===== src/rtl/picomips_pkg.sv =====
// Shared types and constants for the picoMIPS host-side input sequencer.
package picomips_pkg;

  localparam int unsigned CPU_WIDTH = 8;

  typedef enum logic [1:0] {
    IDLE = 2'd0,
    HOLD = 2'd1,
    GAP  = 2'd2
  } seq_state_t;

endpackage


===== src/rtl/byte_fifo.sv =====
// Small synchronous FIFO with registered occupancy and a synchronous flush.
module byte_fifo
  import picomips_pkg::*;
#(
  parameter int unsigned WIDTH = CPU_WIDTH,
  parameter int unsigned DEPTH = 4
) (
  input  logic                     clk,
  input  logic                     reset,
  input  logic                     push_i,
  input  logic [WIDTH-1:0]         wr_data_i,
  input  logic                     pop_i,
  input  logic                     flush_i,
  output logic [WIDTH-1:0]         rd_data_o,
  output logic                     full_o,
  output logic                     empty_o,
  output logic [$clog2(DEPTH):0]   level_o
);

  localparam int unsigned AW = $clog2(DEPTH);

  logic [WIDTH-1:0] mem [DEPTH];
  logic [AW-1:0]    wptr_q, wptr_d;
  logic [AW-1:0]    rptr_q, rptr_d;
  logic [AW:0]      count_q, count_d;
  logic             push_ok, pop_ok;

  assign full_o    = (count_q == (AW+1)'(DEPTH));
  assign empty_o   = (count_q == '0);
  assign level_o   = count_q;
  assign rd_data_o = mem[rptr_q];

  // Writes while full are dropped here, so a full FIFO can never be corrupted.
  assign push_ok = push_i && !full_o && !flush_i;
  assign pop_ok  = pop_i && !empty_o && !flush_i;

  always_comb begin
    wptr_d  = wptr_q;
    rptr_d  = rptr_q;
    count_d = count_q;
    if (flush_i) begin
      wptr_d  = '0;
      rptr_d  = '0;
      count_d = '0;
    end else begin
      if (push_ok) wptr_d = wptr_q + AW'(1);
      if (pop_ok)  rptr_d = rptr_q + AW'(1);
      count_d = count_q + (AW+1)'(push_ok) - (AW+1)'(pop_ok);
    end
  end

  always_ff @(posedge clk or posedge reset) begin
    if (reset) begin
      wptr_q  <= '0;
      rptr_q  <= '0;
      count_q <= '0;
    end else begin
      wptr_q  <= wptr_d;
      rptr_q  <= rptr_d;
      count_q <= count_d;
    end
  end

  always_ff @(posedge clk) begin
    if (push_ok) mem[wptr_q] <= wr_data_i;
  end

endmodule


===== src/rtl/picomips_input_sequencer.sv =====
// Presents queued bytes to the picoMIPS CPU as fixed-length readyin pulses
// separated by a guaranteed low gap.
module picomips_input_sequencer
  import picomips_pkg::*;
#(
  parameter int unsigned WIDTH       = CPU_WIDTH,
  parameter int unsigned DEPTH       = 4,
  parameter int unsigned HOLD_CYCLES = 4,
  parameter int unsigned GAP_CYCLES  = 4
) (
  input  logic                   clk,
  input  logic                   reset,
  input  logic                   wr_valid,
  input  logic [WIDTH-1:0]       wr_data,
  output logic                   wr_ready,
  input  logic                   flush,
  output logic                   readyin,
  output logic [WIDTH-1:0]       x,
  output logic                   busy,
  output logic [$clog2(DEPTH):0] level
);

  localparam int unsigned CNT_MAX = (HOLD_CYCLES > GAP_CYCLES) ? HOLD_CYCLES : GAP_CYCLES;
  localparam int unsigned CW      = (CNT_MAX > 1) ? $clog2(CNT_MAX) : 1;

  seq_state_t       state_q, state_d;
  logic [CW-1:0]    cnt_q, cnt_d;
  logic             readyin_q, readyin_d;
  logic [WIDTH-1:0] x_q, x_d;
  logic             fifo_pop, fifo_full, fifo_empty, load;
  logic [WIDTH-1:0] fifo_head;

  byte_fifo #(
    .WIDTH (WIDTH),
    .DEPTH (DEPTH)
  ) u_fifo (
    .clk       (clk),
    .reset     (reset),
    .push_i    (wr_valid),
    .wr_data_i (wr_data),
    .pop_i     (fifo_pop),
    .flush_i   (flush),
    .rd_data_o (fifo_head),
    .full_o    (fifo_full),
    .empty_o   (fifo_empty),
    .level_o   (level)
  );

  assign wr_ready = !fifo_full;
  assign readyin  = readyin_q;
  assign x        = x_q;
  assign busy     = (state_q != IDLE) || !fifo_empty;

  // IDLE and an expired GAP share one load path so back-to-back bytes see
  // exactly GAP_CYCLES low clocks.
  always_comb begin
    state_d   = state_q;
    cnt_d     = cnt_q;
    readyin_d = readyin_q;
    x_d       = x_q;
    load      = 1'b0;
    if (flush) begin
      state_d   = IDLE;
      cnt_d     = '0;
      readyin_d = 1'b0;
    end else begin
      case (state_q)
        IDLE: load = !fifo_empty;
        HOLD: begin
          if (cnt_q != '0) begin
            cnt_d = cnt_q - CW'(1);
          end else begin
            readyin_d = 1'b0;
            cnt_d     = CW'(GAP_CYCLES - 1);
            state_d   = GAP;
          end
        end
        GAP: begin
          if (cnt_q != '0)      cnt_d   = cnt_q - CW'(1);
          else if (!fifo_empty) load    = 1'b1;
          else                  state_d = IDLE;
        end
        default: state_d = IDLE;
      endcase
      if (load) begin
        x_d       = fifo_head;
        readyin_d = 1'b1;
        cnt_d     = CW'(HOLD_CYCLES - 1);
        state_d   = HOLD;
      end
    end
    fifo_pop = load;
  end

  always_ff @(posedge clk or posedge reset) begin
    if (reset) begin
      state_q   <= IDLE;
      cnt_q     <= '0;
      readyin_q <= 1'b0;
      x_q       <= '0;
    end else begin
      state_q   <= state_d;
      cnt_q     <= cnt_d;
      readyin_q <= readyin_d;
      x_q       <= x_d;
    end
  end

endmodule


===== config.mk =====
export PLATFORM = sky130hd
export DESIGN_NAME = picomips_input_sequencer
export DESIGN_NICKNAME = d
export VERILOG_FILES = /design/src/rtl/picomips_pkg.sv /design/src/rtl/byte_fifo.sv /design/src/rtl/picomips_input_sequencer.sv
export SDC_FILE = /design/constraint.sdc
export NUM_CORES = 1
export LEC_CHECK = 0
export BUFFER_PORTS_ARGS = -buffer_cell sky130_fd_sc_hd__buf_4
export CELL_PAD_IN_SITES_DETAIL_PLACEMENT = 0
export CELL_PAD_IN_SITES_GLOBAL_PLACEMENT = 1
export CORE_MARGIN = 2
export CORE_UTILIZATION = 40
export CTS_CLUSTER_SIZE = 28
export DETAILED_ROUTE_END_ITERATION = 12
export PLACE_DENSITY = 0.7
export REMOVE_ABC_BUFFERS = 1
export SETUP_SLACK_MARGIN = 0.2
export SYNTH_ARGS = -nofsm -noshare
export SYNTH_HDL_FRONTEND = slang
export SYNTH_SLANG_ARGS = --single-unit

===== constraint.sdc =====
create_clock -name clk -period 6.33 [get_ports clk]
set_input_delay 0.633 -clock clk [delete_from_list [all_inputs] [get_ports clk]]
set_output_delay 0.633 -clock clk [all_outputs]
set_load 0.02 [all_outputs]

; Word level (Yosys, flattened, before mapping)
; Memories as Yosys holds them, arrays and structs flattened. A register that Yosys moved wholly into a read port is not among the register bits.
; Cells that the tools add are included.
[word_totals]
out_inout_bits = 14
inputBits = 12
memories = 1
latch_bits = 0
elab_cells = 69
rom_bits = 0
reg_bits = 12
mem_bits_rw = 32
[classes]
n_eq_ne = 9
shift = 0
n_reduce_logical = 20
div = 0
add_sub_neg = 5
multipliers = 0
bitwise = 1
muxes = 27
n_lt_le_gt_ge = 0
[memory_table]
columns = memory, depth, word_bits, read_ports, rd_clocked_by_memory_dff, write_ports, line_no
row1 = u_fifo.mem, 4, 8, 1, 1, 1, byte_fifo.sv:22  ; logic [WIDTH-1:0] mem [DEPTH];
[op_table]
columns = cell, n
row1 = $mux 2, 13
row2 = $ne 4x4->1 const B, 4
row3 = $mux 1, 10
row4 = $reduce_bool 2->1, 4
row5 = $pmux 2 s3, 1
row6 = $reduce_and 2->1, 3
row7 = $add 2x1->2 const B, 2
row8 = $logic_and 1x1->1, 4
row9 = $pmux 2 s2, 1
row10 = $reduce_and 4->1, 1
row11 = $reduce_bool 4->1, 1
row12 = $add 3x1->3, 1
row13 = $eq 3x3->1 const B, 1
row14 = $logic_not 1->1, 3
row15 = $logic_not 3->1, 1
row16 = $mux 3, 1
row17 = $ne 3x2->1 const B, 1
row18 = $ne 3x3->1 const B, 1
row19 = $reduce_bool 3->1, 1
row20 = $sub 3x1->3, 1
row21 = $eq 2x1->1 const B, 1
row22 = $eq 2x2->1 const B, 1
row23 = $logic_not 2->1, 1
row24 = $pmux 1 s2, 1
row25 = 3 further kinds, 3

; Depth between registers and ports, before layout
[logic_depth]
word_depth = 10
ltp_mapped = 13
mapped_depth_nobuf = 13

; By module
; A second synthesis with hierarchy kept.
[hier_totals]
cells_unflattened = 145
hier_area_um2 = 2304.7
[by_module_without_submodules]
columns = mod, area_per_inst_um2, instances, seq_area_each_um2, cells_per_inst
row1 = byte_fifo, 1630.3, 1, 1136.1, 90
row2 = picomips_input_sequencer, 674.4, 1, 325.3, 55

; Worst setup path after synthesis
; No wires, ideal clock.
[synth_path]
path_kind = reg-to-reg
startpoint = reg state_q[0]
endpoint = reg u_fifo.count_q[2], in the netlist u_fifo.level_o[2]
slack_ps = 3811
arrival_ps = 2387
stages_incl_launch_ff = 14
setup_ps = 132
t_required_ps = 6198
path_buffers = 0
period_less_slack_ps = 2519
path_cell_list = dfrtp_1 inv_1 ha_1 and2_1 o21ai_2 nor2_2 ha_1 inv_1 ha_1 inv_1 fa_1 xor2_1 xnor2_1 nor2_1
[synth_via]
elab_chain_cells = 8
word_cells_on_any_way = 9
cone_classes = add/sub (1) / eq/ne (1) / mux (4) / reduce/logical (3)
[synth_lines]
columns = item, line_no
row1 = "start, declared", picomips_input_sequencer.sv:26  ; seq_state_t state_q, state_d;
row2 = "start signal, assigned", picomips_input_sequencer.sv:102  ; state_q <= state_d;
row3 = $eq 2x2->1 or $logic_not 2->1 (tied branches), picomips_input_sequencer.sv:67  ; case (state_q)
row4 = $pmux 1 s2 (*), picomips_input_sequencer.sv:67
row5 = $mux 1 (*) (2 in series), picomips_input_sequencer.sv:62  ; if (flush) begin
row6 = $logic_and 1x1->1 (*) (2 in series), byte_fifo.sv:35  ; assign pop_ok = pop_i && !empty_o && !flush_i;
row7 = $sub 3x1->3 (*), byte_fifo.sv:48  ; count_d = count_q + (AW+1)'(push_ok) - (AW+1)'(pop_ok);
row8 = $mux 3 (*), byte_fifo.sv:41  ; if (flush_i) begin
row9 = via u_fifo.count_d[2], byte_fifo.sv:25  ; logic [AW:0] count_q, count_d;
row10 = "end signal, assigned", byte_fifo.sv:60  ; count_q <= count_d;
row11 = "end, declared", byte_fifo.sv:25
; The timed path passes the listed nets; every way through them passes the cells marked *. The select of a mux whose other input is x is not followed.
; A chain may end at the register's enable or synchronous reset.

; Final worst setup path
[layout_path]
startpoint = reg cnt_q[0]
endpoint = reg u_fifo.count_q[2], in the netlist u_fifo.level_o[2]
[layout_via]
elab_chain_cells = 9
[layout_lines]
columns = item, line_no
row1 = "start, declared", picomips_input_sequencer.sv:27  ; logic [CW-1:0] cnt_q, cnt_d;
row2 = "start signal, assigned", picomips_input_sequencer.sv:103  ; cnt_q <= cnt_d;
row3 = $reduce_bool 2->1, picomips_input_sequencer.sv:79  ; if (cnt_q != '0) cnt_d = cnt_q - CW'(1);
row4 = $mux 1, picomips_input_sequencer.sv:79
row5 = $pmux 1 s2, picomips_input_sequencer.sv:67
row6 = $mux 1 (2 in series), picomips_input_sequencer.sv:62
row7 = $logic_and 1x1->1 (2 in series), byte_fifo.sv:35
row8 = $sub 3x1->3, byte_fifo.sv:48
row9 = $mux 3, byte_fifo.sv:41
row10 = via u_fifo.count_d[2], byte_fifo.sv:25
; The timed path passes the listed nets, and every way through them passes these cells. The select of a mux whose other input is x is not followed.

==> flow_metrics.py <==
metrics = {
    "place": {
        "io_buffers": 25,
        "hpwl_um": 2600,
        "gp_congestion": 0.7417,
    },
    "logic_synthesis": {
        "ys.flop_type": "edfxtp_1",
        "synth.distinct_cells": 31,
        "yosysTopAreaCell": "edfxtp_1",
        "syn_inst": 137,
        "synth_edf_count": 32,
        "ys_seq_area_frac": 0.6599,
        "syn_area_per_cell_um2": 16.17,
        "yosysTopAreaCellShare": 0.4339,
        "syn_area_um2": 2215,
        "yosys_warnings": 0,
        "synth_area_leaders": "edfxtp_1 (43%), dfrtp_1 (23%), mux4_2 (8.1%)",
        "synth_async_sr_flop_share": 0.3846,
        "ys_ff_latch": 52,
    },
    "drt": {
        "first_pass_iters": 4,
        "drc": 0,
        "postRouteAntennaNets": 0,
        "wire_per_inst_um": 15.77,
        "vias_per_cell": 4.833,
        "via_count": 1155,
        "wirelength_um": 3769,
        "drtIter0Drc": 44,
    },
    "clock_tree": {
        "clk_path_buf_depth": 2,
        "cts-root-buf": "clkbuf_8",
        "ctsResizeCount": 0,
        "cts.sinks": 52,
        "postCtsSetupBuffers": 0,
        "clk_latency_ns": 0.30,
        "tritoncts": "yes",
        "cts-htree-levels": 2,
        "cts_made_buffers": 5,
        "postCtsHoldBufs": 0,
        "cts.reportedPaths.clkPinSlew_ns": 0.10,
    },
    "global_route": {
        "grt_use_total": 0.1367,
        "antenna_found_initial": 0,
        "grt_start_max_net_pins": 21,
        "gr-total-overflow": 0,
        "grt_pass1_vias": 1259,
        "grt_pass1_wl_um": 6216,
    },
    "floorplan": {
        "core_area_um2": 5439,
        "die_w_um": 78.41,
        "dieArea_um2": 6148,
        "start_util": 0.4072,
        "dieHeight_um": 78.41,
        "fp-row-count": 27,
        "num_io_pins": 26,
    },
    "job": {
        "max_cap_violations": 0,
    },
    "sta": {
        "finClkSkew_ns": 0.006627,
        "fmax_ghz": 0.3441,
        "hold_ws_ns": 0.4911,
        "min_period_ns": 2.907,
        "worst_slew_pin_slew_ns": 0.8328,
        "post-route-period-util": 0.4592,
        "finalSetupViolations": 0,
        "rsz0062_at_grt": "no",
        "tns_ns": 0,
        "relSlewSlack": 0.4442,
        "maxSlewViolCount": 0,
        "hold_violations": 0,
    },
    "cells_and_area": {
        "final_nets": 190,
        "diodes": 0,
        "layout-drive-gt1-share": 0.3293,
        "fill_cells": 469,
        "area_growth_pct": 16.10,
        "final_util": 0.4727,
    },
    "outcome": {
        "outcome": "finished clean",
    },
    "setup_path": {
        "required_ns": 6.52,
        "critical_path_class": "flip-flop to flip-flop",
        "cp.arrival_ns": 3.10,
        "path_max_fanout": 10,
        "crit_slowest_cell": "nor2_2",
        "cpPeakStageDelay_ns": 0.45,
        "crit_path_cell_trace": "inv_1, ha_1, and2_1, o21ai_2, nor2_2, ha_1, inv_1, ha_1, inv_1, fa_1, xor2_1, xnor2_1, nor2_1",
        "worst-path-buf-inv": 3,
        "cpLargestDelayFamily": "adder cells",
        "worst_setup_path_start_kind": "flip-flop",
        "cp-end-kind": "flip-flop",
    },
    "worst_hold_path": {
        "hold_class": "input pin to async pin",
    },
    "pwr": {
        "leakage_nw": 1.012,
        "irDropWorstVdd_mv": 0.1969,
        "pwr_density_cell_nw_per_um2": 419.4,
    },
}
layout make-up:
type	count	area, um^2	area share
flip-flops and latches	52	1461	0.5684
multi-input cells	71	699.4	0.2720
repair buffers	25	187.7	0.07299
well taps	72	90.09	0.03504
clock buffers	5	68.82	0.02676
inverters	11	41.29	0.01606
clock inverters	3	22.52	0.008759
routing by layer:
layer | global-route usage | wire length, um | vias up | share of wire
li1 | - | - | 549 | -
met1 | 0.1548 | 1643 | 580 | 0.44
met2 | 0.2534 | 1964 | 22 | 0.52
met3 | 0.02644 | 122 | 4 | 0.032
met4 | 0.05263 | 38 | 0 | 0.010
met5 | 0 | 0 | - | 0
sequential cells by signal (all words and copies together) (netlist names):
name,flops
readyin,1
cnt_q,2
u_fifo.rptr_q,2
u_fifo.level_o,3
x,8
state_q,2
u_fifo.wptr_q,2
u_fifo.mem,32
power by group:
part	switching [mW]	internal, mW
Sequential	0.0605	0.427
Combinational	0.198	0.205
Clock	0.109	0.0794
layout by cell type, fill, tap and decap left out, types with 7 or more instances in the layout:
master	synthesis	routed
inv_1	11	11
dfrtp_1	20	20
nor2_1	7	7
edfxtp_1	32	32
mux4_2	8	8
buf_4	0	25
mux2_2	8	8
ha_1	11	11
cells by family (layout without fill, tap and decap cells):
logic type               Yosys count  after routing  synth area share
flip-flops                        52             52            0.6599
AO/OA/AOI/OAI                     12             12           0.03334
AND/OR/NAND/NOR                   25             25           0.06272
XOR/XNOR                           5              5           0.01978
multiplexers                      17             17            0.1288
buffers and inverters             14             44           0.02429
adder cells (fa/ha/maj)           12             12           0.07119
synthesized netlist by cell type, types with 2 or more instances:
library cell	number
mux4_2	8
xnor2_1	2
a21oi_1	5
dfrtp_1	20
edfxtp_1	32
mux2_2	8
xor2_1	3
ha_1	11
o21ai_0	2
and2_1	5
nand2_1	5
nor2_1	7
inv_1	11
through the flow:
stage / setup slack (ns) / area [um^2] / instances / total power [mW]
global placement: 3.574 / 2480 / 231 / 0.8906
CTS: 3.390 / 2571 / 239 / 1.092
detailed placement: 3.429 / 2480 / 231 / 0.9025
global route: 3.127 / 2571 / 239 / 1.151
finish: 3.423 / 2571 / 239 / 1.078
floorplan: 3.824 / 2202 / 134 / 0.7615
final timing paths:
path	startpoint	end	slack, ns	cells after the start
setup / recovery	cnt_q[0]	u_fifo.level_o[2]	3.42	13
hold / removal	reset	state_q[1]	0.49	2
setup reg to reg	cnt_q[0]	u_fifo.level_o[2]	3.42	13
hold reg to reg	x[4]	x[4]	0.53	1
max in group asynchronous	reset	u_fifo.wptr_q[0]	5.31	2
min in group clk	wr_data[0]	u_fifo.mem[0][0]	0.53	1
Power figures use the tool's default switching activity.
